## config.mk

```make
export PLATFORM = sky130hd
export DESIGN_NAME = buffer_serializer_flat
export DESIGN_NICKNAME = d
export VERILOG_FILES = /design/src/rtl/buffer_serializer_if.sv /design/src/rtl/buffer_serializer.sv /design/src/flat_wrapper.sv
export SDC_FILE = /design/constraint.sdc
export NUM_CORES = 1
export LEC_CHECK = 0
export CAP_MARGIN = 40
export CORE_MARGIN = 4
export CORE_UTILIZATION = 59
export DETAILED_ROUTE_END_ITERATION = 12
export GPL_TIMING_DRIVEN = 0
export PLACE_DENSITY = 0.82
export SLEW_MARGIN = 20
export SYNTH_ARGS = -nofsm -noshare
export SYNTH_HDL_FRONTEND = slang
export SYNTH_SLANG_ARGS = --single-unit
```

## constraint.sdc

```tcl
create_clock -name clk -period 2.93 [get_ports clk]
set_input_delay 0.4395 -clock clk [delete_from_list [all_inputs] [get_ports clk]]
set_output_delay 0.4395 -clock clk [all_outputs]
set_load 0.02 [all_outputs]
```

## src/rtl/buffer_serializer_if.sv

```systemverilog
// Bus bundle for buffer_serializer: frame request, nibble input and serial output.
// Macro BUFFER_DEBUG_EN adds the flag/cnt observation signals.
interface buffer_serializer_if;
  logic       ena;
  logic [3:0] data_in;
  logic       data_out;
`ifdef BUFFER_DEBUG_EN
  logic       flag;
  logic [5:0] cnt;

  modport master (output ena, data_in, input data_out, flag, cnt);
  modport slave  (input ena, data_in, output data_out, flag, cnt);
`else
  modport master (output ena, data_in, input data_out);
  modport slave  (input ena, data_in, output data_out);
`endif
endinterface

```

## src/rtl/buffer_serializer.sv

```systemverilog
// Captures 16 nibbles into a 64-bit frame, then shifts it out MSB-first one bit per clock.
// Macro BUFFER_DEBUG_EN exposes the SHIFT-state flag and the internal counter.
module buffer_serializer (
  input  logic               clk,
  input  logic               rst_n,
  buffer_serializer_if.slave bus
);

  typedef enum logic [1:0] {
    IDLE  = 2'd0,
    LOAD  = 2'd1,
    SHIFT = 2'd2
  } state_t;

  state_t      state;
  state_t      state_nxt;
  logic [5:0]  cnt;
  logic [5:0]  cnt_nxt;
  logic [63:0] frame;
  logic [63:0] frame_nxt;
  logic        data_out;
  logic        data_out_nxt;
  logic [5:0]  slot_lo;

  // Low bit of nibble slot cnt: slot 0 occupies [63:60], slot 15 occupies [3:0].
  assign slot_lo = 6'd60 - {cnt[3:0], 2'b00};

  always_ff @(posedge clk) begin
    if (!rst_n) begin
      state    <= IDLE;
      cnt      <= '0;
      frame    <= '0;
      data_out <= 1'b0;
    end else begin
      state    <= state_nxt;
      cnt      <= cnt_nxt;
      frame    <= frame_nxt;
      data_out <= data_out_nxt;
    end
  end

  always_comb begin
    state_nxt    = state;
    cnt_nxt      = cnt;
    frame_nxt    = frame;
    data_out_nxt = data_out;
    unique case (state)
      IDLE: begin
        data_out_nxt = 1'b0;
        if (bus.ena) begin
          frame_nxt[63:60] = bus.data_in;
          cnt_nxt          = 6'd1;
          state_nxt        = LOAD;
        end
      end
      LOAD: begin
        frame_nxt[slot_lo +: 4] = bus.data_in;
        if (cnt == 6'd15) begin
          cnt_nxt   = '0;
          state_nxt = SHIFT;
        end else begin
          cnt_nxt = cnt + 6'd1;
        end
      end
      SHIFT: begin
        data_out_nxt = frame[6'd63 - cnt];
        if (cnt == 6'd63) begin
          cnt_nxt   = '0;
          state_nxt = IDLE;
        end else begin
          cnt_nxt = cnt + 6'd1;
        end
      end
      default: begin
        state_nxt = IDLE;
        cnt_nxt   = '0;
      end
    endcase
  end

  assign bus.data_out = data_out;

`ifdef BUFFER_DEBUG_EN
  assign bus.flag = (state == SHIFT);
  assign bus.cnt  = cnt;
`endif

endmodule

```

## src/flat_wrapper.sv

```systemverilog
// flat-port wrapper written by rule: the top's interface ports become plain ports
module buffer_serializer_flat 
  (clk, rst_n, bus_ena, bus_data_in, bus_data_out);
  buffer_serializer_if bus_i ();
  input  logic clk;
  input  logic rst_n;
  input wire logic [$bits(bus_i.ena)-1:0] bus_ena;
  input wire logic [$bits(bus_i.data_in)-1:0] bus_data_in;
  output wire logic [$bits(bus_i.data_out)-1:0] bus_data_out;
  assign bus_i.ena = bus_ena;
  assign bus_i.data_in = bus_data_in;
  assign bus_data_out = bus_i.data_out;
  buffer_serializer u_core (.clk(clk), .rst_n(rst_n), .bus(bus_i));
endmodule
```

* After elaboration in Yosys (flattened, before gate mapping)
Index checks and enable logic that the tools add are counted.
** Storage, ports and cells
- Flip-flop bits (word level) :: 73
- Bits of input ports :: 7
- Output and inout bits :: 1
- Logic and storage cells :: 38
** Operators by class
- Add/subtract/negate cells :: 4
- Order comparisons :: 1
- Equal/unequal tests :: 7
- Shift-type cells :: 2
- Multiplexer cells :: 14
- Reduce and logical (&&, ||, !) cells :: 5
** Operators by type and width (number)
- bitwise mux 64 bit :: 1
- variable shift 4 x 8 -> 64 bit (first input constant) :: 1
- variable part select 4 x 8 -> 64 bit :: 1
- two-way mux 6 bit :: 3
- case mux 6 bit (3 select lines) :: 1
- subtractor 6 bit (first input constant) :: 2
- negation 6 -> 8 bit :: 1
- case mux 4 bit (2 select lines) :: 1
- less-than comparator 6 x 7 -> 1 bit (second input constant) :: 1
- adder 6 x 1 -> 6 bit (second input constant) :: 1
- binary-select mux 1 bit (select 6 bit) :: 1
- equality test 6 x 4 -> 1 bit (second input constant) :: 1
- equality test 6 bit (second input constant) :: 1
- two-way mux 2 bit :: 3
- case mux 2 bit (3 select lines) :: 1
- two-way mux 4 bit :: 1
- != test 2 x 1 -> 1 bit (second input constant) :: 2
- nonzero test 2 bit :: 2
- AND reduction 3 bit :: 1
- equality test 2 x 1 -> 1 bit (second input constant) :: 1
- equality test 2 bit (second input constant) :: 1
- logical NOT 2 bit :: 1
- != test 2 bit (second input constant) :: 1
- case mux 1 bit (2 select lines) :: 1
- 2 further kinds :: 2

* Logic depth before layout (Yosys ltp)
Gate-level depths: netlist of the first run.
- Word-level depth :: 5
- Depth in mapped cells :: 10
- Gate-level depth less buffers :: 7

* Worst setup path after synthesis of the first run
Ideal clock, no wire load.
- Path type :: register to register
- Start point :: register u_core.cnt[1]
- End point :: register u_core.frame[0]
- Library setup time :: 128 ps
- Arrival time :: 2133 ps
- Required time :: 2802 ps
- Slack :: 670 ps
- Stages on the path, launching flop included :: 9
- Buffers on the path :: 2
- Period minus slack after synthesis :: 2260 ps
- Cells stage by stage :: dfxtp_1 buf_2 buf_1 inv_1 ha_1 nand2b_1 nor3_2 mux2i_1 nor2_1
** On the way
- Cells in the longest elaborated chain, start to end :: 4
- Elaborated cells on any way between the ends :: 5
- Those cells by class :: 2 x add/sub; 2 x shift; 1 x mux
** Ends and longest elaborated chain
- from (decl) :: RTL line buffer_serializer.sv:17 : logic [5:0] cnt;
- from (signal assigned) :: RTL line buffer_serializer.sv:36 : cnt <= cnt_nxt;
- subtractor 6 bit (*) :: RTL line buffer_serializer.sv:26 : assign slot_lo = 6'd60 - {cnt[3:0], 2'b00};
- negation 6 -> 8 bit (*) :: RTL line buffer_serializer.sv:57 : frame_nxt[slot_lo +: 4] = bus.data_in;
- variable part select 4 x 8 -> 64 bit or variable shift 4 x 8 -> 64 bit (tied branches) :: RTL line buffer_serializer.sv:57
- bitwise mux 64 bit (*) :: RTL line buffer_serializer.sv:57
- to (signal assigned) :: RTL line buffer_serializer.sv:37 : frame <= frame_nxt;
- to (decl) :: RTL line buffer_serializer.sv:19 : logic [63:0] frame;
Mark *: on every way between the ends. The rest lies on a longest branch, timed or not.
A chain may end at the register's enable or synchronous reset.

* Worst setup path after layout of the first run
- Start point :: register u_core.cnt[0]
- End point :: register u_core.frame[0]
The elaborated chain is that of the path after synthesis.

==> results of run 1 <==
-- kinds of logic after synthesis --
family	Yosys count	share of synthesized area, %
mux	78	27.0
xor+xnor	4	1.35
fa+ha+maj	3	1.01
simple gates	138	19.8
buf+inv	31	4.16
compound gates	38	7.17
flops	73	39.5
-- final cells by class --
type,instances,share of cell area (%)
Timing Repair Buffer,7,1.72
Clock buffer,10,3.39
Clock inverter,6,1.66
Buffer,24,3.14
Tap cell,75,2.31
Multi-Input combinational cell,261,51.3
Inverter,6,0.554
Sequential cell,73,36.0
-- per-layer routing --
| metal | vias up | track usage [%] |
|---|---|---|
| met4 | 0 | 9.90 |
| li1 | 1327 | - |
| met5 | - | 0 |
| met2 | 99 | 42.3 |
| met1 | 1372 | 32.1 |
| met3 | 17 | 7.19 |
-- power groups by stage --
stage	Sequential [mW]	Clock [mW]	Combinational, mW
2_1_floorplan	1.03	0	0.121
3_3_place_gp	1.03	0	0.170
3_5_place_dp	1.03	0	0.172
4_1_cts	1.01	0.810	0.174
5_1_grt	1.01	0.859	0.189
6_report	1.01	0.805	0.177
-- worst register-to-register path: stages, from the launching register on --
cell      delay, ns
dfxtp_1        0.39
buf_6          0.18
buf_6          0.20
buf_4          0.21
inv_1          0.11
ha_1           0.37
nand2b_1       0.33
nor3_2         0.45
mux2i_1        0.25
nor2_1         0.06
-- path summary, 6_finish.rpt --
path                                                      end  cells after the start  slack [ns]                     startpoint
worst max register to register   u_core.frame[0]$_SDFFE_PN0P_                      9        0.25     u_core.cnt[0]$_SDFFE_PN0P_
worst max-delay path             u_core.frame[0]$_SDFFE_PN0P_                      9        0.25     u_core.cnt[0]$_SDFFE_PN0P_
worst min-delay path            u_core.frame[60]$_SDFFE_PN0P_                      1        0.49  u_core.frame[60]$_SDFFE_PN0P_
worst min register to register  u_core.frame[60]$_SDFFE_PN0P_                      1        0.49  u_core.frame[60]$_SDFFE_PN0P_
-- state kept, by name, indices dropped and copies added (netlist names) --
| signal | count |
|---|---|
| u_core.cnt | 6 |
| u_core.frame | 64 |
| u_core.state | 2 |
| u_core.bus.data_out | 1 |
-- what timing repair did --
action | in CTS | in global routing
resized for setup | 0 | 0
endpoints found under the setup margin | 0 | 6
hold endpoints to repair | 0 | 0
-- cell usage after synthesis (all sizes together), types with 3 or more instances --
cell	instances	area share [%]
nand3	11	1.6
mux4	16	10
nand2b	5	0.85
nor2	70	7.1
mux2i	62	17
and2	12	2.0
buf	13	2.3
a22o	4	0.95
nor3	4	0.68
inv	6	0.61
nor4	5	2.5
a22oi	4	0.81
o21ai	9	1.2
nor2b	7	1.2
xnor2	4	1.4
nand2	15	1.5
clkbuf	12	1.2
dfxtp	73	40
ha	3	1.0
a21oi	9	1.6
-- metrics by stage --
step / setup WS [ns] / hold slack [ns] / utilization [%] / area, sq um
final: 0.246 / 0.488 / 67.8 / 4060
after global routing: 0.125 / 0.516 / 67.8 / 4060
after CTS: 0.167 / 0.485 / 67.9 / 4070
after detailed placement: 0.188 / 0.461 / 64.5 / 3860
after global placement: 0.267 / 0.452 / 64.5 / 3860
after floorplan: 0.670 / 0.437 / - / 3700
==> results.sh, run 1 <==
export IMPL_h_tree_depth=3
export IMPL_core_sq_um=5990
export IMPL_drive_above_1_share_pct=13.7
export IMPL_regArea_sq_um=1460
export IMPL_max_stage_delay_ns=0.45
export IMPL_finalCriticalPeriod_ns=2.68
export IMPL_setup_viol=0
export IMPL_switchingPower_mw=0.508
export IMPL_synth_area_sq_um=3700
export IMPL_start_kind="register"
export IMPL_grt_max_degree=14
export IMPL_clk_latency_ns=0.35
export IMPL_wl_met2_mm=4.26
export IMPL_multi_input_area_sq_um=2080
export IMPL_hold_violations=0
export IMPL_cts_buffers=9
export IMPL_crit_arrival_ns=2.90
export IMPL_synth_seq_cells=73
export IMPL_final_cell_mix="dfxtp_1, nor2_1, mux2i_1"
export IMPL_hold_path_class="register to register"
export IMPL_crit_slowest_cell="nor3_2"
export IMPL_dp_hpwl_mm=6.27
export IMPL_final_common_cell="dfxtp_1"
export IMPL_critPathRequiredTime_ns=3.15
export IMPL_finalPower_mw=1.99
export IMPL_die_w_um=87.2
export IMPL_rsz0062_at_grt="no"
export IMPL_post_cts_buffers=0
export IMPL_critPathKind="register to register"
export IMPL_post_route_drc_count=0
export IMPL_run_status="complete, no violations"
export IMPL_start_util_pct=61.7
export IMPL_ys_seq_area_share_pct=39.5
export IMPL_first_pass_iters=5
export IMPL_postCtsHoldBufs=0
export IMPL_drtIter0Drc=280
export IMPL_maxCapViolations=0
export IMPL_wl_met1_mm=3.79
export IMPL_synth_warnings=0
export IMPL_endpoint_kind="register"
export IMPL_syn_inst=365
export IMPL_rows=28
export IMPL_avgViaCountPerCell=6.09
export IMPL_wl_per_cell_um=19.1
export IMPL_num_io_pins=8
export IMPL_n_antenna_cell=0
export IMPL_syn_avg_cell_area_sq_um=10.1
export IMPL_setup_tns_final_ns=0
export IMPL_io_buffers=7
export IMPL_met3WireLength_um=562
export IMPL_clk_pin_slew_ns=0.08
export IMPL_syn_to_final_growth_pct=9.88
export IMPL_relSlewSlack_pct=53.4
export IMPL_grt_pass1_wl_mm=14.7
export IMPL_crit_buf_inv=4
export IMPL_final_cells=462
export IMPL_grt_overflow=0
export IMPL_antenna_found_initial=0
export IMPL_seq_power_share_pct=50.6
export IMPL_p_per_area_nw_per_um2=489
export IMPL_crit_path_cell_trace="buf_6 > buf_6 > buf_4 > inv_1 > ha_1 > nand2b_1 > nor3_2 > mux2i_1 > nor2_1"
export IMPL_cp_common_cell="buf_6"
export IMPL_place_inst=447
export IMPL_root_buffer="clkbuf_8"
export IMPL_dominantRegCellSynth="dfxtp_1"
export IMPL_nFillCells=479
export IMPL_slew_viol_final=0
export IMPL_grt_pass1_vias=2955
export IMPL_synth_net_count=375
export IMPL_vias=2815
export IMPL_tightest_slew_ns=0.699
export IMPL_finalCritPeriodShare_pct=91.6
export IMPL_die_area_sq_um=7600
export IMPL_max_vdd_ir_drop_uv=446
export IMPL_internal_power_mw=1.48
export IMPL_skew_ns=0.00761
export IMPL_crit_family="simple AND/OR/NAND/NOR gates"
export IMPL_fmaxAchievable_ghz=0.373
export IMPL_power_share_clock_pct=40.5
export IMPL_cts_tree="built"
export IMPL_drtAntennaViolNets=0
export IMPL_routed_wl_mm=8.81
export IMPL_place_congestion=0.907
export IMPL_highest_layer="met4"
export IMPL_clock_sinks=73
export IMPL_async_reset_ff_share_pct=0
export IMPL_grt_use_total_pct=25.7
export IMPL_combPwrFrac_pct=8.9
export IMPL_clock_path_buffers=2
export IMPL_fin_nets=392
export IMPL_synth_edff_count=0
export IMPL_die_h_um=87.2
export IMPL_synth_cell_types=49
export IMPL_cp_max_fo=10
export IMPL_p_sw_share_pct=25.6
export IMPL_p_leak_nw=1.66
No activity file was read; power rests on OpenSTA's default activity.
==> run 2: changes to the inputs <==
--- a/config.mk
+++ b/config.mk
@@ -11,7 +11,6 @@
 export DETAILED_ROUTE_END_ITERATION = 12
 export GPL_TIMING_DRIVEN = 0
 export PLACE_DENSITY = 0.82
-export SLEW_MARGIN = 20
 export SYNTH_ARGS = -nofsm -noshare
 export SYNTH_HDL_FRONTEND = slang
 export SYNTH_SLANG_ARGS = --single-unit
==> results of run 2 <==
No change in the layout: final DEF, timing and power equal those of run 1.
==> run 3: changes to the inputs <==
--- a/config.mk
+++ b/config.mk
@@ -10,7 +10,7 @@
 export CORE_UTILIZATION = 59
 export DETAILED_ROUTE_END_ITERATION = 12
 export GPL_TIMING_DRIVEN = 0
-export PLACE_DENSITY = 0.82
+export PLACE_DENSITY = 0.76
 export SYNTH_ARGS = -nofsm -noshare
 export SYNTH_HDL_FRONTEND = slang
 export SYNTH_SLANG_ARGS = --single-unit
==> constraint.sdc (replaced) <==
create_clock -name clk -period 2.9 [get_ports clk]
set_input_delay 0.435 -clock clk [delete_from_list [all_inputs] [get_ports clk]]
set_output_delay 0.435 -clock clk [all_outputs]
set_load 0.02 [all_outputs]
==> results.sh, run 3 (synthesis gave the netlist of run 1 again) <==
export IMPL_final_cell_mix="dfxtp_1, nor2_1, mux2i_1"
export IMPL_critPathKind="register to register"
export IMPL_worst_r2r_path_depth=9
export IMPL_max_flop_register="u_core.frame"
export IMPL_clk_latency_ns=0.35
export IMPL_io_buffers=7
export IMPL_final_cells=462
export IMPL_grt_pass1_wl_mm=14.2
export IMPL_hold_violations=0
export IMPL_place_congestion=0.933
export IMPL_routed_wl_mm=8.54
export IMPL_met3WireLength_um=362
export IMPL_critPathRequiredTime_ns=3.12
export IMPL_rsz0062_at_grt="no"
export IMPL_final_util_pct=68.1
export IMPL_post_cts_buffers=0
export IMPL_seq_power_share_pct=48.9
export IMPL_final_cell_area_sq_um=4080
export IMPL_reg2reg_from="u_core.cnt[0]$_SDFFE_PN0P_"
export IMPL_grt_pass1_vias=2749
export IMPL_place_area_sq_um=3860
export IMPL_h_tree_depth=3
export IMPL_wl_met1_mm=4.07
export IMPL_regToRegEndpoint="u_core.frame[16]$_SDFFE_PN0P_"
export IMPL_reg_top3="u_core.frame (64), u_core.cnt (6), u_core.state (2)"
export IMPL_clk_pin_slew_ns=0.08
export IMPL_wl_met2_mm=3.85
export IMPL_drtAntennaViolNets=0
export IMPL_clock_path_buffers=2
export IMPL_dp_hpwl_mm=6.09
export IMPL_slew_viol_final=0
export IMPL_max_stage_delay_ns=0.40
export IMPL_reg2reg_slack_ns=0.27
export IMPL_finalCriticalPeriod_ns=2.63
export IMPL_timing_final_ws_setup_ns=0.268
export IMPL_avgViaCountPerCell=6.08
export IMPL_die_area_sq_um=7600
export IMPL_drtIter0Drc=303
export IMPL_grt_use_total_pct=24.7
export IMPL_p_sw_share_pct=24.9
export IMPL_grt_max_degree=14
export IMPL_fin_nets=392
export IMPL_run_status="complete, no violations"
export IMPL_hold_start="u_core.frame[63]$_SDFFE_PN0P_"
export IMPL_cp_startpoint="u_core.cnt[0]$_SDFFE_PN0P_"
export IMPL_finalCritPeriodShare_pct=90.7
export IMPL_vias=2808
export IMPL_final_common_cell="dfxtp_1"
export IMPL_maxCapViolations=0
export IMPL_num_io_pins=8
export IMPL_place_inst=447
export IMPL_rows=28
export IMPL_start_util_pct=61.7
export IMPL_cp_max_fo=10
export IMPL_root_buffer="clkbuf_8"
export IMPL_n_antenna_cell=0
export IMPL_hold_end="u_core.frame[63]$_SDFFE_PN0P_"
export IMPL_p_leak_nw=1.66
export IMPL_cts_tree="built"
export IMPL_cp_common_cell="buf_6"
export IMPL_fmaxAchievable_ghz=0.380
export IMPL_syn_to_final_growth_pct=10.3
export IMPL_start_kind="register"
export IMPL_cts_buffers=9
export IMPL_wl_per_cell_um=18.5
export IMPL_core_sq_um=5990
export IMPL_relSlewSlack_pct=51.2
export IMPL_crit_arrival_ns=2.85
export IMPL_die_w_um=87.2
export IMPL_die_h_um=87.2
export IMPL_clock_sinks=73
export IMPL_max_vdd_ir_drop_uv=473
export IMPL_setup_viol=0
export IMPL_power_share_clock_pct=42.5
export IMPL_switchingPower_mw=0.516
export IMPL_endpoint_kind="register"
export IMPL_internal_power_mw=1.56
export IMPL_crit_path_cell_trace="buf_6 > buf_6 > buf_4 > inv_1 > ha_1 > nand2b_1 > nor4_4 > mux2i_1 > nor2_1"
export IMPL_antenna_found_initial=0
export IMPL_p_per_area_nw_per_um2=509
export IMPL_tightest_slew_ns=0.732
export IMPL_combPwrFrac_pct=8.6
export IMPL_largest_reg_flops=64
export IMPL_hold_path_cell_count=1
export IMPL_post_route_drc_count=0
export IMPL_drive_above_1_share_pct=13.4
export IMPL_skew_ns=0.0131
export IMPL_hold_path_class="register to register"
export IMPL_grt_overflow=0
export IMPL_highest_layer="met4"
export IMPL_crit_slowest_cell="dfxtp_1"
export IMPL_first_pass_iters=5
export IMPL_setup_tns_final_ns=0
export IMPL_place_ws_ns=0.228
## run 3: how the worst max path moves through the flow
stage                                    end  slack, ns  depth (start not counted)
3_3_place_gp    u_core.frame[3]$_SDFFE_PN0P_       0.26                          8
4_1_cts        u_core.frame[16]$_SDFFE_PN0P_       0.22                          8
2_1_floorplan   u_core.frame[0]$_SDFFE_PN0P_       0.64                          8
6_report       u_core.frame[16]$_SDFFE_PN0P_       0.27                          9
5_1_grt        u_core.frame[43]$_SDFFE_PN0P_       0.10                          9
3_5_place_dp   u_core.frame[16]$_SDFFE_PN0P_       0.23                          8
## run 3: critical path, delay by kind of cell (launching register included)
family,cells,cell delay (ns)
flip-flops,1,0.40
multiplexers,1,0.27
buffers and inverters,4,0.69
adder cells (fa/ha/maj),1,0.36
AND/OR/NAND/NOR,3,0.78
## run 3: power groups by stage
stage / logic (mW) / clock network, mW / registers, mW
after floorplan: 0.122 / 0 / 1.04
after global placement: 0.174 / 0 / 1.04
after detailed placement: 0.176 / 0 / 1.04
after CTS: 0.176 / 0.888 / 1.02
after global routing: 0.191 / 0.942 / 1.02
final: 0.178 / 0.882 / 1.02
## run 3: final cells by class
class                      instances  area [sq um]
clock inverter                     6          91.3
tap                               75          93.8
multi-input combinational        261          2080
clock buffer                      10           128
timing repair buffer               7          70.1
inverter                           6          22.5
fill                             456          1910
buffer                            24           128
sequential                        73          1460
## run 3: what timing repair did
item / in CTS / in global routing
endpoints found under the setup margin: 0 / 5
hold buffers: 0 / 0
resized for setup: 0 / 0
## run 3: per-stage QoR
step	hold WS (ns)	power (mW)
after CTS	0.477	2.08
final	0.479	2.08
after global routing	0.496	2.15
after global placement	0.451	1.21
after floorplan	0.437	1.16
after detailed placement	0.456	1.21
## run 3: layer usage
metal / global-route usage [%] / vias up
li1: - / 1325
met5: 0 / -
met1: 33.6 / 1369
met3: 3.97 / 28
met4: 11.6 / 0
met2: 38.4 / 86
==> RTL edit, RTL diff (flow settings as in run 1) <==
The 3 states of `state_t` get a one-hot encoding in 3 bits.
--- a/src/rtl/buffer_serializer.sv
+++ b/src/rtl/buffer_serializer.sv
@@ -7,8 +7,8 @@
 );
 
-  typedef enum logic [1:0] {
-    IDLE  = 2'd0,
-    LOAD  = 2'd1,
-    SHIFT = 2'd2
+  typedef enum logic [2:0] {
+    IDLE  = 3'b001,
+    LOAD  = 3'b010,
+    SHIFT = 3'b100
   } state_t;
 
Function: no difference found for any inputs over 10 cycles, from zero or initial values and one cycle with rst_n low; not proved beyond that.
==> RTL edit against run 1 <==
  * Via count rose by 7.5%
  * Cell area rose by 4.2%
  * Wire length rose by 8.4%
  * Worst setup slack got worse by 0.077 ns
  * Area after synthesis rose by 5.0%
  * Sequential share of layout area fell by 0.97 points
  * Power fell by 2.2%
  * Sequential cell count rose by 1
  * Largest power group unchanged
  * Highest routed layer unchanged
==> RTL edit: results (changes against run 1) <==
| Metric | Value |
|---|---|
| Status | `finished, final reports clean` |
| Global-route met1 utilization | `0.345 (+0.0244)` |
| Seq/Total Area, Yosys | `0.381 (-0.0138)` |
| GP Congestion | `0.957 (+5.5%)` |
| LEAKAGE | `1.55 nW (-6.8%)` |
| Inserted Clock Buffers | `9 (unchanged)` |
| Clock-pin slew on the worst setup and hold paths | `0.08 ns (about the same)` |
| Share of cells above drive strength 1 | `0.136 (-0.00103)` |
| Via density | `6.19 (+1.5%)` |
| Biggest regs | `u_core.frame: 64 flops, u_core.cnt: 6 flops, u_core.state: 3 flops` |
| Global-route wire length before repair | `15.5 mm (+5.3%)` |
| Post-synth top cells | `dfxtp_1, mux2i_1, nor2b_1` |
| Least-Margin Pin Slew | `0.741 ns (+0.0418 ns)` |
| Syn Nets | `400 (+6.7%)` |
| Post_cts resized | `0 (unchanged)` |
| R2R Setup Slk | `0.17 ns (-0.08 ns)` |
| Vias in the first global route | `2985 (+1.0%)` |
| Detailed Place HPWL | `6.63 mm (+5.7%)` |
| Diodes inserted | `0 (unchanged)` |
| R2R depth | `8 (-1)` |
| Hold Crit Start | `u_core.frame[33]$_SDFFE_PN0P_` |
| DRT iter0 DRCs | `333 (+19%)` |
| Post-CTS setup buffer count | `0 (unchanged)` |
| Total GRT Usage | `0.262 (+0.00458)` |
| Synth top area cells | `dfxtp_1, mux2i_1, nor2b_1` |
| Met2 usage | `0.432 (+0.00897)` |
| Arrival @ worst endpoint | `3.06 ns (+0.16 ns)` |
| Worst Hold Path EP | `u_core.frame[33]$_SDFFE_PN0P_` |
| Hold Path Stages | `2 (+1)` |
| Pre-CTS setup slack | `0.261 ns (+0.0730 ns)` |
| Grt met3 use | `0.0525 (-0.0194)` |
| Fin Hold WS | `0.481 ns (-0.00675 ns)` |
| DRT Wirelength | `9.54 mm (+8.4%)` |
| Reg-to-Reg End | `u_core.frame[62]$_SDFFE_PN0P_` |
| Net count, final | `417 (+6.4%)` |
| Setup Skew | `0.00777 ns (+0.000159 ns)` |
| Max FO, Critical Path | `10 (unchanged)` |
| H-tree depth | `3 (unchanged)` |
| Pin count of the biggest net entering global routing | `14 (unchanged)` |
| Distinct cells, synth | `54 (+10%)` |
| Worst vdd ir | `416 µV (-6.7%)` |
| PortBufs | `6 (-1)` |
-- RTL edit: changes by cell type in the layout (fill, tap and decap cells not counted), sizes merged, moves of 4 or more --
cell / run 1 / this run
nor3: 4 / 8
clkbuf: 22 / 26
o21ai: 9 / 13
a21boi: 1 / 6
nor2: 70 / 16
nor4: 5 / 0
nor2b: 7 / 61
nand3: 11 / 7
-- RTL edit: how the worst max path moves through the flow --
stage / startpoint / endpoint / slack (ns) / cells past startpoint
after floorplan: u_core.cnt[0]$_SDFFE_PN0P_ / u_core.frame[48]$_SDFFE_PN0P_ / 0.81 / 7
final: u_core.cnt[0]$_SDFFE_PN0P_ / u_core.frame[62]$_SDFFE_PN0P_ / 0.17 / 8
after global placement: u_core.cnt[0]$_SDFFE_PN0P_ / u_core.frame[42]$_SDFFE_PN0P_ / 0.29 / 8
after detailed placement: u_core.cnt[0]$_SDFFE_PN0P_ / u_core.frame[50]$_SDFFE_PN0P_ / 0.26 / 7
after global routing: u_core.cnt[0]$_SDFFE_PN0P_ / u_core.frame[50]$_SDFFE_PN0P_ / 0.04 / 7
after CTS: u_core.cnt[0]$_SDFFE_PN0P_ / u_core.frame[62]$_SDFFE_PN0P_ / 0.19 / 8
-- RTL edit: layer usage --
layer  vias to the layer above  wire (µm)
met5                         -          0
met4                         0        209
met3                        24        605
met2                       134       4540
met1                      1459       4190
li1                       1408          -
-- RTL edit: final cells by class --
cell class,count,area (µm²)
plain buffers,30,129
clock inverters,7,68.8
repair buffers,6,60.1
clock buffers,9,124
inverters,5,18.8
fillers,516,2150
well taps,77,96.3
multi-input cells,281,2260
flip-flops and latches,74,1480
-- RTL edit: cells by family (layout without fill, tap and decap cells) --
| kind of cell | after synthesis | after routing | synth area share |
|---|---|---|---|
| xor+xnor | 3 | 3 | 0.00870 |
| buf+inv | 35 | 57 | 0.0380 |
| simple gates | 146 | 146 | 0.225 |
| fa+ha+maj | 3 | 3 | 0.00966 |
| compound gates | 50 | 50 | 0.0911 |
| mux | 79 | 79 | 0.246 |
| flops | 74 | 74 | 0.381 |
-- RTL edit: power by group --
part	internal, mW	total, mW	switching (mW)
Clock	0.391	0.791	0.400
Combinational	0.0538	0.133	0.0797
Sequential	1.01	1.02	0.00673
-- RTL edit: through the flow --
step	instances	instance area [µm²]	utilization
detailed placement	473	4040	0.633
global placement	473	4040	0.633
floorplan	390	3880	-
global route	489	4230	0.663
CTS	489	4230	0.663
finish	489	4230	0.663
-- RTL edit: worst max-delay path, stage by stage (launching register included) --
cell and delay (ns):
dfxtp_1 0.46, clkbuf_1 0.51, inv_1 0.19, ha_1 0.40, nor2_1 0.26, inv_1 0.08
o41ai_1 0.35, and4bb_2 0.33, a22o_1 0.13
